### config.mk
export PLATFORM = sky130hd
export DESIGN_NAME = alu_status_flags
export DESIGN_NICKNAME = d
export VERILOG_FILES = /design/src/rtl/alu_status_flags.sv
export SDC_FILE = /design/constraint.sdc
export NUM_CORES = 1
export LEC_CHECK = 0
export ABC_AREA = 1
export CORE_MARGIN = 2
export CORE_UTILIZATION = 44
export CTS_CLUSTER_DIAMETER = 150
export DETAILED_ROUTE_END_ITERATION = 10
export PLACE_DENSITY = 0.82
export SYNTH_ARGS = -nofsm -noshare
export SYNTH_HDL_FRONTEND = slang
export SYNTH_SLANG_ARGS = --single-unit
### constraint.sdc
create_clock -name clk -period 3.4 [get_ports clk]
set_clock_uncertainty 0.2 [all_clocks]
set_input_delay 0.68 -clock clk [delete_from_list [all_inputs] [get_ports clk]]
set_output_delay 0.68 -clock clk [all_outputs]
set_load 0.02 [all_outputs]
### src/rtl/alu_status_flags.sv
// Registered N/Z/C/V status flags for the ALU result path, with sticky copies
// and a saturating overflow-event counter. Arithmetic flags are gated per opcode.
module alu_status_flags #(
  parameter int                  WIDTH       = 4,
  parameter int                  OP_W        = 3,
  parameter logic [2**OP_W-1:0]  ARITH_MASK  = 8'b0110_0011,
  parameter int                  SIGNED_MODE = 1,
  parameter int                  CNT_W       = 4
) (
  input  logic             clk,
  input  logic             rst_n,
  input  logic             valid_in,
  input  logic [OP_W-1:0]  op,
  input  logic [WIDTH-1:0] result,
  input  logic             carry_in,
  input  logic             ovf_in,
  input  logic             hold,
  input  logic             clear_sticky,
  output logic             negative,
  output logic             zero,
  output logic             carry,
  output logic             overflow,
  output logic             sticky_n,
  output logic             sticky_z,
  output logic             sticky_c,
  output logic             sticky_v,
  output logic             flags_valid,
  output logic [CNT_W-1:0] ovf_count
);

  localparam logic             SIGNED_EN = (SIGNED_MODE != 0);
  localparam logic [CNT_W-1:0] CNT_MAX   = {CNT_W{1'b1}};

  logic             arith;
  logic             accept;
  logic             nxt_n, nxt_z, nxt_c, nxt_v;
  logic [3:0]       sticky_base;
  logic [3:0]       sticky_nxt;
  logic [CNT_W-1:0] cnt_base;
  logic [CNT_W-1:0] cnt_nxt;

  assign arith  = ARITH_MASK[op];
  assign accept = valid_in & ~hold;

  assign nxt_n = arith & SIGNED_EN & result[WIDTH-1];
  assign nxt_z = (result == '0);
  assign nxt_c = arith & carry_in;
  assign nxt_v = arith & ovf_in;

  // Clear takes effect before the same-cycle event is folded in.
  always_comb begin
    sticky_base = clear_sticky ? 4'b0000 : {sticky_n, sticky_z, sticky_c, sticky_v};
    cnt_base    = clear_sticky ? '0 : ovf_count;
    sticky_nxt  = sticky_base;
    cnt_nxt     = cnt_base;
    if (valid_in) begin
      sticky_nxt = sticky_base | {nxt_n, nxt_z, nxt_c, nxt_v};
      if (nxt_v && (cnt_base != CNT_MAX)) begin
        cnt_nxt = cnt_base + 1'b1;
      end
    end
  end

  always_ff @(posedge clk or negedge rst_n) begin
    if (!rst_n) begin
      negative    <= 1'b0;
      zero        <= 1'b0;
      carry       <= 1'b0;
      overflow    <= 1'b0;
      sticky_n    <= 1'b0;
      sticky_z    <= 1'b0;
      sticky_c    <= 1'b0;
      sticky_v    <= 1'b0;
      flags_valid <= 1'b0;
      ovf_count   <= '0;
    end else if (!hold) begin
      flags_valid <= accept;
      {sticky_n, sticky_z, sticky_c, sticky_v} <= sticky_nxt;
      ovf_count   <= cnt_nxt;
      if (accept) begin
        negative <= nxt_n;
        zero     <= nxt_z;
        carry    <= nxt_c;
        overflow <= nxt_v;
      end
    end
  end

endmodule
==> flow_summary.json <==
{
  "outcome": "complete, no violations",
  "cp_num_buf_inv": 1,
  "ctsRootBufferMaster": "clkbuf_4",
  "fp.dieH_um": 42.6,
  "synth.area.top_cells": "dfrtp_1 50%, nand2_1 17%, inv_1 8.6%",
  "report.final.slew_viol_count": 0,
  "irDropWorstVdd_uv": 241,
  "post-route-period-util_pct": 64.5,
  "cts_buffer_depth": 2,
  "yosys.area.top_type_share_pct": 49.7,
  "clock.fmax_ghz": 0.456,
  "place_ws_ns": 0.998,
  "synth_nets": 100,
  "tightest_slew_ns": 0.587,
  "area_growth_syn_to_layout_pct": 46.7,
  "grt_pass1_vias": 662,
  "grt_pass1_wl_um": 2570,
  "dieArea_um2": 1810,
  "syn_area_per_cell_um2": 7.70,
  "post_drt_wl_per_cell_um": 11.3,
  "layout_commonest_cell": "nand2_1",
  "gp_congestion": 0.842,
  "cp.arrival_ns": 1.31,
  "drt_wl_total_um": 1470,
  "initial_core_util_pct": 48.5,
  "fin_ws_ns": 1.21,
  "fin_nets": 131,
  "drive_gt1_share_pct": 6.09,
  "grt_max_degree": 14,
  "ios": 27,
  "antennaDiodeCount": 0,
  "crit_slowest_cell": "clkdlybuf4s50_1",
  "placed_cells": 126,
  "p_leak_nw": 0.497,
  "cts_resized": 0,
  "setup_viol": 0,
  "drt_iter0_drc": 6,
  "finalNonFillerCells": 130,
  "required_ns": 2.52,
  "antenna_found_initial": 0,
  "cp_top_family": "buffers and inverters",
  "ys_ff_latch": 13,
  "yosysTopAreaCell": "dfrtp_1",
  "period_needed_ns": 2.19,
  "cp_slowest_stage_delay_ns": 0.63,
  "critPathLaunchType": "register",
  "cts_max_level": 1,
  "row_count": 13,
  "hpwl_um": 1170,
  "endpoint_kind": "output pin",
  "fin_tns_setup_ns": 0,
  "drc": 0,
  "clkTransAtPathRegs_ns": 0.08,
  "synth_warnings": 0,
  "vias": 634,
  "cp_max_fo": 4,
  "first_pass_iters": 4,
  "finalCoreUtilization_pct": 71.1,
  "fp.dieW_um": 42.6,
  "drv_cap": 0,
  "crit_chain": "clkdlybuf4s50_1",
  "clk_latency_ns": 0.27,
  "drtAntennaViolNets": 0,
  "slew_headroom_pct": 60.8,
  "netlist_area_um2": 654,
  "synth_cells": 85,
  "synth_cell_types": 15,
  "post_cts_buffers": 0,
  "cts_tree": "built",
  "coreArea_um2": 1350,
  "overflow": 0,
  "placed_area_um2": 933,
  "cts_made_buffers": 3,
  "portBuffers": 26,
  "final_cell_mix": "29 x nand2_1, 26 x clkdlybuf4s50_1, 15 x inv_1, 13 x dfrtp_1, 10 x nor2_1",
  "rsz0062_at_grt": "false",
  "cts.sinks": 13,
  "hp-class": "reg2reg",
  "cellPowerDensity_nw_per_um2": 376,
  "synth-seq-area-share_pct": 49.7,
  "grt_usage_pct": 18.3,
  "post_drt_via_cell_ratio": 4.88,
  "hold_viol_final": 0,
  "crit_type": "reg2out",
  "cts_hold_buf": 0,
  "finish.instance_area_um2": 960
}
cells in the mapped netlist, drive strengths merged:
cell   number
nand2      30
inv        16
dfrtp      13
nor2       11
nand3       7
nand4       2
nor3        2
a21oi       1
ha          1
nor4        1
xor2        1
through the flow:
| stage | power [mW] | hold WS (ns) |
|---|---|---|
| after global placement | 0.270 | 0.262 |
| after floorplan | 0.218 | 0.184 |
| final | 0.361 | 0.282 |
| after CTS | 0.366 | 0.287 |
| after detailed placement | 0.272 | 0.266 |
| after global routing | 0.381 | 0.323 |
report_power, final:
group,switching [mW],internal (mW)
clock,0.0472,0.0454
sequential,0.00807,0.167
combinational,0.0476,0.0450
final timing paths:
kind | startpoint | to | slack, ns | depth (start not counted)
worst max-delay path | ovf_count[2]$_DFFE_PN0N_ | ovf_count[2] | 1.21 | 1
worst max register to register | ovf_count[1]$_DFFE_PN0N_ | ovf_count[2]$_DFFE_PN0N_ | 1.78 | 9
worst min register to register | flags_valid$_DFFE_PN0N_ | flags_valid$_DFFE_PN0N_ | 0.28 | 2
worst min-delay path | flags_valid$_DFFE_PN0N_ | flags_valid$_DFFE_PN0N_ | 0.28 | 2
min in group asynchronous | rst_n | negative$_DFFE_PN0P_ | 0.58 | 1
max in group asynchronous | rst_n | overflow$_DFFE_PN0P_ | 2.04 | 1
cells by family after synthesis:
kind of cell,count (synthesis),share of synthesized area [%]
AND/OR/NAND/NOR,53,37.1
XOR/XNOR,1,1.34
AO/OA/AOI/OAI,1,0.764
adder cells (fa/ha/maj),1,1.91
flip-flops,13,49.7
buffers and inverters,16,9.18
worst min-delay path: stages (launching register included):
cell	delay [ns]
dfrtp_1	0.35
nand2_1	0.05
nand2_1	0.05
sequential cells by signal, summed over array words and instances (netlist names):
signal       count
sticky_z         1
flags_valid      1
sticky_c         1
zero             1
overflow         1
sticky_n         1
ovf_count        4
carry            1
sticky_v         1
negative         1
cell type report:
cell class	count	area, um^2
fillers	116	390
multi-input cells	56	269
inverters	16	60.1
repair buffers	26	260
clock buffers	4	26.3
flip-flops and latches	13	325
well taps	15	18.8
metal layers:
layer,vias up,global-route usage [%],share of wire [%]
met4,0,8.13,1.2
met1,287,21.6,45
met2,24,31.1,48
met3,4,4.31,6.1
met5,-,0,0
li1,319,-,-
Note: power is estimated with default switching activity, not from simulation.
==> RTL edit (config.mk and constraints unchanged) <==
Change the parameter `SIGNED_MODE` from 1 to 0.
--- a/src/rtl/alu_status_flags.sv
+++ b/src/rtl/alu_status_flags.sv
@@ -5,5 +5,5 @@
   parameter int                  OP_W        = 3,
   parameter logic [2**OP_W-1:0]  ARITH_MASK  = 8'b0110_0011,
-  parameter int                  SIGNED_MODE = 1,
+  parameter int                  SIGNED_MODE = 0,
   parameter int                  CNT_W       = 4
 ) (
Behaviour: not the same (a bounded check fails within 4 cycles, from zero or initial values and one cycle with rst_n low).
==> RTL edit against the unedited design <==
Sequential cell count is 2 lower; maximum frequency is 1.5% higher; sequential power fell by 16%; critical path depth unchanged; cell area down 7.6%; wire length fell by 11%; critical path type unchanged; area after synthesis is 4.6% lower; power shrank 11%; setup slack gained 33 ps.
==> RTL edit: results (changes against the unedited design) <==
<table>
<tr><th>Metric</th><th>Value</th></tr>
<tr><th colspan="2">Global route</th></tr>
<tr><td>Number of global-route vias before repair</td><td>534 (was 662)</td></tr>
<tr><td>Met3 Resource Use GR</td><td>0.0522 (was 0.0431)</td></tr>
<tr><td>Global routing met2 resource utilization</td><td>0.259 (was 0.311)</td></tr>
<tr><td>Met1 track demand over resource</td><td>0.233 (was 0.216)</td></tr>
<tr><td>Combined global-route utilization of all metal layers</td><td>0.172 (was 0.183)</td></tr>
<tr><td>Maximum number of pins on one net before global-route repair</td><td>12 (was 14)</td></tr>
<tr><td>Wire length of the first global-routing pass</td><td>2.33 mm (was 2.57 mm)</td></tr>
<tr><th colspan="2">Detailed routing</th></tr>
<tr><td>Drt first-iter violations</td><td>8 (was 6)</td></tr>
<tr><td>DR vias</td><td>583 (was 634)</td></tr>
<tr><th colspan="2">Critical path</th></tr>
<tr><td>CP Capture Point</td><td>ovf_count[0] (was ovf_count[2])</td></tr>
<tr><td>Startpoint of the most critical setup path</td><td>ovf_count[0] (was ovf_count[2])</td></tr>
<tr><th colspan="2">Place</th></tr>
<tr><td>Setup slack after placement</td><td>1000 ps (was 998 ps)</td></tr>
<tr><td>Cell area after placement</td><td>861 um2 (was 933 um2)</td></tr>
<tr><td>Count of buffers inserted at the top-level ports</td><td>24 (was 26)</td></tr>
<tr><th colspan="2">Pwr</th></tr>
<tr><td>Total clock network power</td><td>88.5 uW (was 92.5 uW)</td></tr>
<tr><td>Maximum resistive drop on vdd</td><td>0.000320 V (was 0.000241 V)</td></tr>
<tr><td>Sequential group share of total power</td><td>0.462 (was 0.486)</td></tr>
<tr><th colspan="2">Finish</th></tr>
<tr><td>Layout cell share with drive strength beyond 1</td><td>0.0748 (was 0.0609)</td></tr>
<tr><th colspan="2">Timing</th></tr>
<tr><td>Hold slack</td><td>288 ps (was 282 ps)</td></tr>
<tr><td>Setup ws final</td><td>1240 ps (was 1210 ps)</td></tr>
<tr><th colspan="2">Synth</th></tr>
<tr><td>Sequential share of the synthesized area</td><td>0.441 (was 0.497)</td></tr>
<tr><td>Largest cells by area after synthesis</td><td>dfrtp_1 44%, nand2_1 13%, inv_1 7.8%, nor2_1 6.0%, nand3_1 4.8% (was dfrtp_1 50%, nand2_1 17%, inv_1 8.6%, nor2_1 5.7%, nand3_1 5.4%)</td></tr>
<tr><td>Synthesized instance count</td><td>81 (was 85)</td></tr>
<tr><td>Commonest cells in the netlist</td><td>21 x nand2_1, 13 x inv_1, 11 x dfrtp_1 (was 29 x nand2_1, 15 x inv_1, 13 x dfrtp_1)</td></tr>
<tr><th colspan="2">Status</th></tr>
<tr><td>Result of the run</td><td>complete, no violations (unchanged)</td></tr>
</table>
## RTL edit: cell count changes in the layout (fill, tap and decap cells not counted)
cell,unedited run,this run
inv_1,15,13
dfrtp_1,13,11
nor2_4,1,0
clkdlybuf4s50_1,26,24
conb_1,0,2
o21ai_0,0,4
inv_2,1,2
nand3_1,7,6
nor2_8,0,1
nand2_1,29,21
## RTL edit: cells by family (layout without fill, tap and decap cells)
family | count (synthesis) | count (layout) | synth area share
AOI/OAI and AO/OA | 5 | 5 | 0.0401
DFF | 11 | 11 | 0.441
adders and majority gates | 1 | 1 | 0.0200
and+or+nand+nor | 44 | 44 | 0.347
buffers and inverters | 18 | 43 | 0.132
other | 1 | 2 | 0.00601
xor gates and xnor gates | 1 | 1 | 0.0140
## RTL edit: cell type report
class	count	area [um2]
Fill cell	108	430
Sequential cell	11	275
Multi-Input combinational cell	53	270
Timing Repair Buffer	24	240
Inverter	15	56.3
Clock buffer	4	26.3
Tap cell	15	18.8
